===== config.mk =====
export PLATFORM = sky130hd
export DESIGN_NAME = bus_arbiter
export DESIGN_NICKNAME = d
export VERILOG_FILES = /design/src/rtl/bus_arbiter.sv
export SDC_FILE = /design/constraint.sdc
export NUM_CORES = 1
export LEC_CHECK = 0
export ABC_AREA = 1
export CAP_MARGIN = 20
export CORE_UTILIZATION = 40
export CTS_BUF_LIST = sky130_fd_sc_hd__clkbuf_4
export DETAILED_ROUTE_END_ITERATION = 10
export PLACE_DENSITY = 0.7
export SLEW_MARGIN = 20
export SYNTH_ARGS = -nofsm -noshare
export SYNTH_HDL_FRONTEND = slang
export SYNTH_SLANG_ARGS = --single-unit

===== constraint.sdc =====
create_clock -name clk -period 6.25 [get_ports clk]
set_input_delay 1.25 -clock clk [delete_from_list [all_inputs] [get_ports clk]]
set_output_delay 1.25 -clock clk [all_outputs]
set_load 0.005 [all_outputs]

===== src/rtl/bus_arbiter.sv =====
// bus_arbiter: round-robin arbiter for the shared 32-source internal bus, one dead cycle between owners.
// Optional feature macro: BUS_ARB_TIMEOUT_EN (forced rotation after MAX_HOLD grant cycles when others wait).
module bus_arbiter #(
  parameter int NUM_REQ  = 32,
  parameter int SEL_W    = 5,
  parameter int MAX_HOLD = 8
) (
  input  logic               clk,
  input  logic               clr,
  input  logic               en,
  input  logic [NUM_REQ-1:0] req,
  output logic [NUM_REQ-1:0] grant,
  output logic [SEL_W-1:0]   sel,
  output logic               bus_valid
);

  typedef enum logic [1:0] {
    ST_IDLE  = 2'd0,
    ST_GRANT = 2'd1,
    ST_TURN  = 2'd2
  } state_t;

  state_t             state_q;
  logic [NUM_REQ-1:0] grant_q;
  logic [SEL_W-1:0]   sel_q;
  logic [SEL_W-1:0]   ptr_q;
  logic               valid_q;

  logic               win_found_d;
  logic [SEL_W-1:0]   win_idx_d;
  logic [SEL_W-1:0]   cand_d;
  logic [NUM_REQ-1:0] win_onehot_d;
  logic               owner_req_d;
  logic               revoke_d;

  if (SEL_W != $clog2(NUM_REQ)) begin : g_bad_sel_w
    $error("bus_arbiter: SEL_W must equal log2(NUM_REQ)");
  end
  if (MAX_HOLD < 2) begin : g_bad_max_hold
    $error("bus_arbiter: MAX_HOLD must be at least 2");
  end

  // Rotating priority search: first set req bit starting at ptr_q, wrapping through the top index.
  always_comb begin
    win_found_d = 1'b0;
    win_idx_d   = '0;
    cand_d      = '0;
    for (int i = 0; i < NUM_REQ; i++) begin
      cand_d = ptr_q + SEL_W'(i);
      if (!win_found_d && req[cand_d]) begin
        win_found_d = 1'b1;
        win_idx_d   = cand_d;
      end else begin
        win_found_d = win_found_d;
      end
    end
  end

  assign win_onehot_d = {{(NUM_REQ-1){1'b0}}, 1'b1} << win_idx_d;
  assign owner_req_d  = req[sel_q];

`ifdef BUS_ARB_TIMEOUT_EN
  localparam int HOLD_W = $clog2(MAX_HOLD + 1);
  logic [HOLD_W-1:0] hold_cnt_q;

  // An owner at its last allowed cycle loses the bus only if someone else is waiting.
  assign revoke_d = (hold_cnt_q == HOLD_W'(MAX_HOLD - 1)) && (|(req & ~grant_q));
`else
  assign revoke_d = 1'b0;
`endif

  // Arbiter FSM with registered grant, select, valid and round-robin pointer.
  always_ff @(posedge clk or negedge clr) begin
    if (!clr) begin
      state_q    <= ST_IDLE;
      grant_q    <= '0;
      sel_q      <= '0;
      ptr_q      <= '0;
      valid_q    <= 1'b0;
`ifdef BUS_ARB_TIMEOUT_EN
      hold_cnt_q <= '0;
`endif
    end else begin
      case (state_q)
        ST_IDLE, ST_TURN: begin
          if (en && win_found_d) begin
            state_q    <= ST_GRANT;
            grant_q    <= win_onehot_d;
            sel_q      <= win_idx_d;
            valid_q    <= 1'b1;
`ifdef BUS_ARB_TIMEOUT_EN
            hold_cnt_q <= '0;
`endif
          end else begin
            state_q <= ST_IDLE;
          end
        end
        ST_GRANT: begin
          // Release (or forced rotation) opens the one-cycle dead gap before the next owner.
          if (!owner_req_d || revoke_d) begin
            state_q <= ST_TURN;
            grant_q <= '0;
            valid_q <= 1'b0;
            ptr_q   <= sel_q + {{(SEL_W-1){1'b0}}, 1'b1};
          end else begin
`ifdef BUS_ARB_TIMEOUT_EN
            if (hold_cnt_q != HOLD_W'(MAX_HOLD)) begin
              hold_cnt_q <= hold_cnt_q + {{(HOLD_W-1){1'b0}}, 1'b1};
            end
`endif
            state_q <= ST_GRANT;
          end
        end
        default: begin
          state_q <= ST_IDLE;
          grant_q <= '0;
          valid_q <= 1'b0;
        end
      endcase
    end
  end

  assign grant     = grant_q;
  assign sel       = sel_q;
  assign bus_valid = valid_q;

endmodule


Word level (Yosys, flattened, before mapping)

Index checks and enable logic that the tools add are counted.

$add $sub $neg: 32
$lt $le $gt $ge: 33
Equality and inequality tests: 4
Shift-type cells: 1
Mux-type cells: 139
Bitwise operators: 1
Reductions and logical operators: 68

Operators with widths:

| operator               | count |
|---|---|
| $lt A5 B6 Y1 const B   | 33 |
| $bmux W1 S5            | 33 |
| $mux W5                | 32 |
| $add A5 B5 Y5 const B  | 16 |
| $mux W1                | 68 |
| $mux W32               | 2 |
| $pmux W32 S2           | 1 |
| $add A5 B4 Y5 const B  | 8 |
| $logic_and A1 B1 Y1    | 32 |
| $shl A1 B5 Y32 const A | 1 |
| $logic_not A1 Y1       | 31 |
| $add A5 B3 Y5 const B  | 4 |
| $add A5 B1 Y5 const B  | 2 |
| $add A5 B2 Y5 const B  | 2 |
| $reduce_and A2 Y1      | 3 |
| $ne A2 B2 Y1 const B   | 2 |
| $pmux W2 S2            | 1 |
| $eq A2 B1 Y1 const B   | 1 |
| $eq A2 B2 Y1 const B   | 1 |
| $logic_not A2 Y1       | 1 |
| $mux W2                | 1 |
| $pmux W1 S2            | 1 |
| $reduce_or A2 Y1       | 1 |
| $not A1 Y1             | 1 |

Flip-flop bits (word level): 45
Input port bits: 35
Output and inout bits: 38
Logic and storage cells: 283

Depth between registers and ports, before layout

Gate-level depths: netlist of the first run.

Depth after elaboration: 99
Mapped depth: 48

Worst setup path after synthesis of the first run

OpenSTA, ideal clock, no wires.

Kind: reg2reg
Start: register ptr_q[1]
End: register grant_q[8] (netlist: grant[8])
Library setup time: 0.078 ns
Arrival: 5.176 ns
Slack: 0.996 ns
Cell stages (with the launch flop): 37
Path buffers: 6
Cells stage by stage: dfrtp_1 -> buf_2 -> inv_2 -> buf_2 -> clkbuf_1 -> ha_1 -> buf_2 -> inv_2 -> buf_2 -> nand3_1 -> nand3_1 -> nand3_1 -> nand3_1 -> nand2_2 -> nor2_8 -> nand4_4 -> nor2_4 -> nand4_4 -> nor2_8 -> nand4_2 -> nor2_4 -> nand4_4 -> nor2_4 -> nand4_2 -> nor2_4 -> nand4_4 -> nor2_8 -> nand4_4 -> nor2_4 -> nand2_1 -> o21ai_1 -> nand2_1 -> nand2_2 -> inv_2 -> buf_4 -> nor2_1 -> o21bai_1

Word-level cells in the longest chain between the ends: 99
Elaborated cells between the ends (all ways): 227
Those cells by class: add/sub: 31; eq/ne: 1; shift: 1; mux: 130; reduce/logical: 64

RTL lines:

| element                                                | line | RTL |
|---|---|---|
| from (decl)                                            | 26   | `logic [SEL_W-1:0] ptr_q;` |
| from (signal assigned)                                 | 104  | `ptr_q <= sel_q + {{(SEL_W-1){1'b0}}, 1'b1};` |
| branches (longest 99 deep; another with $add A5 B1 Y5) | -    |  |
| to (signal assigned)                                   | 88   | `grant_q <= win_onehot_d;` |
| to (decl)                                              | 24   | `logic [NUM_REQ-1:0] grant_q;` |

Several ways; the timed one is not identified. The select of a mux whose other input is x is not followed.
A chain may end at the register's enable or synchronous reset.

Worst setup path after layout of the first run

Start: input req[11]
End: register sel_q[2] (netlist: sel[2])

Word-level cells in the longest chain between the ends: 98
Elaborated cells between the ends (all ways): 192
Those cells by class: mux: 128; reduce/logical: 64

RTL lines:

| element                            | line | RTL |
|---|---|---|
| from (decl)                        | 11   | `input logic [NUM_REQ-1:0] req,` |
| $bmux W1 S5                        | 50   | `if (!win_found_d && req[cand_d]) begin` |
| $mux W1 (implied by the code)      | 50   |  |
| $mux W1                            | 50   |  |
| $logic_not A1 Y1                   | 50   |  |
| $logic_and A1 B1 Y1                | 50   |  |
| $mux W1                            | 50   |  |
| $logic_not A1 Y1                   | 50   |  |
| $logic_and A1 B1 Y1                | 50   |  |
| [... 82 more ...]                  | -    |  |
| $logic_not A1 Y1                   | 50   |  |
| $logic_and A1 B1 Y1                | 50   |  |
| $mux W1                            | 50   |  |
| $logic_not A1 Y1                   | 50   |  |
| $logic_and A1 B1 Y1                | 50   |  |
| $mux W1                            | 50   |  |
| $logic_and A1 B1 Y1                | 86   | `if (en && win_found_d) begin` |
| $reduce_and A2 Y1 (no source line) | -    |  |
| to (signal assigned)               | 89   | `sel_q <= win_idx_d;` |
| to (decl)                          | 25   | `logic [SEL_W-1:0] sel_q;` |

Parallel ways exist; a longest one is shown, timed or not. The select of a mux whose other input is x is not followed.

==> results of run 1 <==
[logic make-up (layout without fill, tap and decap cells)]
kind of cell	count (synthesis)	after routing
muxes	3	3
adders and majority gates	13	13
buffers and inverters	169	226
AOI/OAI and AO/OA	117	117
and+or+nand+nor	800	800
DFF	45	45
xor gates and xnor gates	21	21
[cell usage after synthesis (7+ instances only)]
master    number  area [um2]
buf_2         17        85.1
buf_4          7        52.6
clkbuf_1      13        48.8
dfrtp_1       45        1130
ha_1          13         163
inv_1        110         413
inv_2         11        41.3
nand2_1      333        1250
nand2_2       11        68.8
nand3_1      256        1280
nand4_1       35         219
nor2_1       125         469
o21ai_0       54         270
o21ai_1       10        50.1
o21bai_1      19         143
xor2_1        15         131
[sequential cells by signal (all words and copies together), names as in the netlist]
register / cells
grant: 32
ptr_q: 5
sel: 5
state_q: 2
bus_valid: 1
[routing by layer]
metal  global-route usage  routed length [um]  vias up
met5                    0                   0        -
met4                0.127                1070        0
met3               0.0469                2590       76
met2                0.456               11000      483
met1                0.392               10600     3717
li1                     -                   -     3977
[stage by stage]
step / setup slack [ps] / instances / hold WS, ps / area (um2)
final: 402 / 1445 / 503 / 7740
after global routing: 37.6 / 1445 / 525 / 7740
after CTS: 378 / 1445 / 504 / 7730
after floorplan: 996 / 1168 / 465 / 6740
after global placement: 190 / 1437 / 467 / 7650
after detailed placement: 75.0 / 1437 / 464 / 7650
[how the worst min path moves through the flow]
stage                                 end  slack [ps]  cells after the start
finish              grant[21]$_DFFE_PN0P_         500                      2
global route        grant[27]$_DFFE_PN0P_         520                      2
CTS                 grant[27]$_DFFE_PN0P_         500                      2
detailed placement  grant[27]$_DFFE_PN0P_         460                      2
global placement    bus_valid$_DFFE_PN0P_         470                      2
floorplan           bus_valid$_DFFE_PN0P_         470                      2
[final cells by class]
type / instances / area [um2] / share of cell area
Clock buffer: 6 / 45.0 / 0.00582
Clock inverter: 2 / 38.8 / 0.00501
Multi-Input combinational cell: 954 / 4910 / 0.634
Inverter: 125 / 469 / 0.0606
Tap cell: 220 / 275 / 0.0356
Sequential cell: 45 / 1130 / 0.146
Timing Repair Buffer: 93 / 876 / 0.113
[repair_timing]
action	CTS	global route
setup buffers	0	0
gates resized for setup	0	1
endpoints found under the setup margin	0	33
[critical path, cell delays in order]
cell	delay (ps)
clkdlybuf4s50_1	490
nand2_1	120
nand3_1	100
nand3_1	120
nand3_1	160
nand3_1	210
nand2_2	160
nor2_8	200
nand4_4	120
nor2_4	170
nand4_4	140
nor2_8	170
nand4_2	140
nor2_4	210
nand4_4	120
nor2_4	120
nand4_2	120
nor2_4	180
nand4_4	130
nor2_8	180
nand4_4	120
nor2_4	220
nand2_1	70
o21ai_1	280
nor2_1	260
buf_4	260
nand2_1	120
o21ai_0	140
==> metrics.md, run 1 <==
| Metric | Value |
|---|---|
| Outcome | `complete, no violations` |
| Post-synth EDFFs | `0` |
| Tmin final | `5850 ps` |
| Post-synth ARST share | `1.00` |
| Fin nets | `1272` |
| CTS root buf | `clkbuf_4` |
| Die H | `132 um` |
| H-tree lvl count | `2` |
| Post-synthesis simple-gate area fraction | `0.559` |
| Max Cap Viol | `0` |
| Total core area | `16500 um2` |
| Share of cells above drive strength 1 | `0.0767` |
| Fin. max-slew vios | `0` |
| Compound-Gate Fraction of Synth Area | `0.110` |
| Peak fanout along the critical path | `15` |
| Rel. slew slack | `0.419` |
| Crit path launch type | `primary input` |
| RSZ-0062 raised after global routing | `no` |
| Post-DP HPWL | `19.8 mm` |
| Vias in the first global route | `7552` |
| Die footprint | `17400 um2` |
| DR pass1 iterations | `6` |
| Setup crit end kind | `flop` |
| Register bit total from synthesis | `45` |
| YS warnings | `0` |
| Top Ports | `73` |
| Post-CTS Hold Buffers | `0` |
| Largest family of logic cells by synthesized area | `simple AND/OR/NAND/NOR gates` |
| Largest net degree at the start of global routing | `46` |
| Reg2reg start | `ptr_q[1]$_DFFE_PN0P_` |
| TritonCTS Sinks | `45` |
| Die X | `132 um` |
| Synth Net Count | `1216` |
| Leading cell type in the layout, fill and taps excluded | `nand2_1` |
| Routability cong. | `1.01` |
| GRT Resource Usage Total | `0.290` |
| Worst EP required | `6490 ps` |
| Post-Synth XOR/XNOR Area | `0.0306` |
| Sequential share of the synthesized area | `0.167` |
| Vias | `8253` |
| Syn avg cell area | `5.77 um2` |
| Hold wc startpoint | `grant[21]$_DFFE_PN0P_` |
| Worst-Margin Slew | `862 ps` |
| Clk slew on worst S/H paths | `130 ps` |
| RR Endpoint | `sel[2]$_DFFE_PN0P_` |
| Routed Antenna Nets | `0` |
| Mux cell area share after synthesis | `0.00446` |
| CTS Buffer Depth | `2` |
| Area growth, synth to finish | `14.8%` |
| Final Util | `0.468` |
| Worst Path Class, Setup | `in2reg` |
| Synth Instances | `1168` |
| Setup slack, reg-to-reg | `540 ps` |
| Final period util | `0.936` |
| Input/output buffers | `72` |
| Adder-cell share of the synthesized area | `0.0241` |
| Synthesized area | `6740 um2` |
| Hold Fails Final Rpt | `0` |
| Worst r2r path cells | `29` |
| Min-Delay Path Class | `reg2reg` |
| Drt wl/cell | `17.5 um` |
| Primary FF master, synth | `dfrtp_1` |
| Data arrival, critical path | `6090 ps` |
| # fillers | `1774` |
| Synth cell types | `45` |
| First-pass GRT wire length | `40.4 mm` |
| CTS tree | `done` |
| Peak Freq | `171 MHz` |
| Critical Path End | `sel[2]$_DFFE_PN0P_` |
| Drt via density | `5.71` |
| Gr ovfl total | `0` |
| Drt drc | `0` |
| Total wire length | `25.3 mm` |
| Iteration-0 DRC Markers | `1046` |
| Final Skew | `18.7 ps` |
| Initial Util | `0.408` |
| Total CTS buffers | `5` |
| Antenna violations before repair | `0` |
| Clock Latency Late Sink | `370 ps` |
| FP Rows | `47` |
| Ant diodes | `0` |
| # setup viols final | `0` |
| Origin of the worst setup path | `req[11]` |
| Most frequent cells in the layout | `nand2_1 (333), nand3_1 (256), nor2_1 (125)` |
| Final setup TNS | `0 ps` |
Power of run 1 is left out: the tool's default activity adds up to more than one toggle a clock period on the data nets, which glitch-free logic cannot reach.
==> run 2, diff against run 1 <==
- CORE_UTILIZATION: 40 -> 28
- PLACE_DENSITY: 0.7 -> 0.55
==> run 2 against run 1 <==
  * Flip-flop and latch count unchanged
  * Global-route usage down 6.4 points
  * Register-to-register slack better by 90 ps
  * Cell count up 7.3%
  * Die area up 42%
  * Routed wire length up 8.8%
  * Clock skew up 6.5 ps
  * Via count down 0.78%
==> metrics.md, run 2 (same netlist as run 1, synthesis figures left out) <==
| Metric | Value |
|---|---|
| Tmin final | `5730 ps (-114 ps)` |
| Worst-Margin Slew | `885 ps (+22.5 ps)` |
| Hold Fails Final Rpt | `0 (unchanged)` |
| Drt wl/cell | `17.7 um (+1.4%)` |
| Max incr delay on CP | `520 ps (+30 ps)` |
| Total core area | `23500 um2 (+42%)` |
| Share of cells above drive strength 1 | `0.0829 (+0.00612)` |
| CP top delay family | `simple AND/OR/NAND/NOR gates` |
| Area growth, synth to finish | `17.2%` |
| Fin. max-slew vios | `0 (unchanged)` |
| Die H | `157 um (+19%)` |
| Critical-path top delay cell | `clkdlybuf4s50_1` |
| Routed Antenna Nets | `0 (unchanged)` |
| H-tree lvl count | `2 (unchanged)` |
| CTS tree | `done` |
| Final period util | `0.917 (-0.0182)` |
| DR pass1 iterations | `6 (unchanged)` |
| Top Ports | `73 (unchanged)` |
| Peak fanout along the critical path | `9 (-6)` |
| Final setup TNS | `0 ps (unchanged)` |
| Drt drc | `0 (unchanged)` |
| Outcome | `complete, no violations` |
| WP buf/inv | `3 (+1)` |
| Max Cap Viol | `0 (unchanged)` |
| Max FFs per register | `32 (unchanged)` |
| Ant diodes | `0 (unchanged)` |
| Largest net degree at the start of global routing | `46 (unchanged)` |
| Clk slew on worst S/H paths | `130 ps (about the same)` |
| Peak Freq | `174 MHz (+2.0%)` |
| Input/output buffers | `72 (unchanged)` |
| Worst EP required | `6540 ps (+50 ps)` |
| Min-Delay Path Class | `reg2reg` |
| CTS root buf | `clkbuf_4` |
| Iteration-0 DRC Markers | `862 (-18%)` |
| Setup crit end kind | `flop` |
| FP Rows | `56 (+19%)` |
| WHS | `500 ps (-2.61 ps)` |
| Initial Util | `0.286 (-0.122)` |
| Drt via density | `5.28 (-7.5%)` |
| Die footprint | `24700 um2 (+42%)` |
| Fin nets | `1279 (+0.55%)` |
| RSZ-0062 raised after global routing | `no` |
| Final Util | `0.335 (-0.133)` |
| Total wire length | `27.5 mm (+8.8%)` |
| Leading cell type in the layout, fill and taps excluded | `nand2_1` |
| GRT Resource Usage Total | `0.227 (-0.0637)` |
| Routability cong. | `0.988 (-1.7%)` |
| Data arrival, critical path | `6030 ps (-60 ps)` |
| Vias | `8189 (-0.78%)` |
| # setup viols final | `0 (unchanged)` |
| Gr ovfl total | `0 (unchanged)` |
| Clock Latency Late Sink | `370 ps (about the same)` |
| First-pass GRT wire length | `42.9 mm (+6.2%)` |
| CTS Buffer Depth | `2 (unchanged)` |
| Rel. slew slack | `0.404 (-0.0152)` |
| Post-CTS Hold Buffers | `0 (unchanged)` |
| Post-DP HPWL | `21.7 mm (+9.7%)` |
| Antenna violations before repair | `1 (+1)` |
| Final Skew | `25.2 ps (+6.49 ps)` |
| TritonCTS Sinks | `45 (unchanged)` |
| Most frequent cells in the layout | `nand2_1 (332), nand3_1 (255), nor2_1 (125)` |
| Crit path launch type | `primary input` |
| Vias in the first global route | `7532 (-0.26%)` |
| Worst Path Class, Setup | `in2reg` |
| Total CTS buffers | `5 (unchanged)` |
| Die X | `157 um (+19%)` |
-- run 2: through the flow --
step	instances	worst slack [ps]	area, um2
2_1_floorplan	1168	996	6740
5_1_grt	1550	12.8	7900
4_1_cts	1549	402	7870
3_5_place_dp	1542	85.4	7820
3_3_place_gp	1542	160	7820
6_report	1550	516	7900
-- run 2: area by class of cell --
| type | instances | area [um2] |
|---|---|---|
| clock buffer | 6 | 45.0 |
| clock inverter | 1 | 8.76 |
| fill | 2674 | 15600 |
| inverter | 125 | 469 |
| multi-input combinational | 954 | 4920 |
| sequential | 45 | 1130 |
| tap | 319 | 399 |
| timing repair buffer | 100 | 928 |
-- run 2: per-layer routing --
metal | part of all wire | track usage | vias to the layer above
li1 | - | - | 3993
met1 | 0.44 | 0.319 | 3769
met2 | 0.45 | 0.368 | 390
met3 | 0.090 | 0.0245 | 37
met4 | 0.018 | 0.0532 | 0
met5 | 0 | 0 | -
-- run 2: worst reg2reg max path, delay by kind of cell, from the launching register on --
kind / cells / cell delay (ps)
simple gates: 19 / 2510
compound gates: 6 / 1340
xor+xnor: 1 / 560
fa+ha+maj: 1 / 410
flops: 1 / 380
buf+inv: 1 / 350
-- run 2: final timing paths --
| path | start | slack, ps | cells after the start | to |
|---|---|---|---|---|
| worst max-delay path | req[11] | 520 | 29 | grant[7]$_DFFE_PN0P_ |
| worst min-delay path | grant[16]$_DFFE_PN0P_ | 500 | 2 | grant[16]$_DFFE_PN0P_ |
| worst max register to register | ptr_q[1]$_DFFE_PN0P_ | 630 | 28 | grant[24]$_DFFE_PN0P_ |
| worst min register to register | grant[16]$_DFFE_PN0P_ | 500 | 2 | grant[16]$_DFFE_PN0P_ |
| max in group asynchronous | clr | 5000 | 1 | grant[27]$_DFFE_PN0P_ |
| min in group asynchronous | clr | 850 | 1 | grant[17]$_DFFE_PN0P_ |
-- run 2: repair_timing --
item	in CTS	in global routing
setup buffers	0	1
gates resized for setup	0	3
setup endpoints to repair	0	10
Power of run 2 is left out for the same reason.
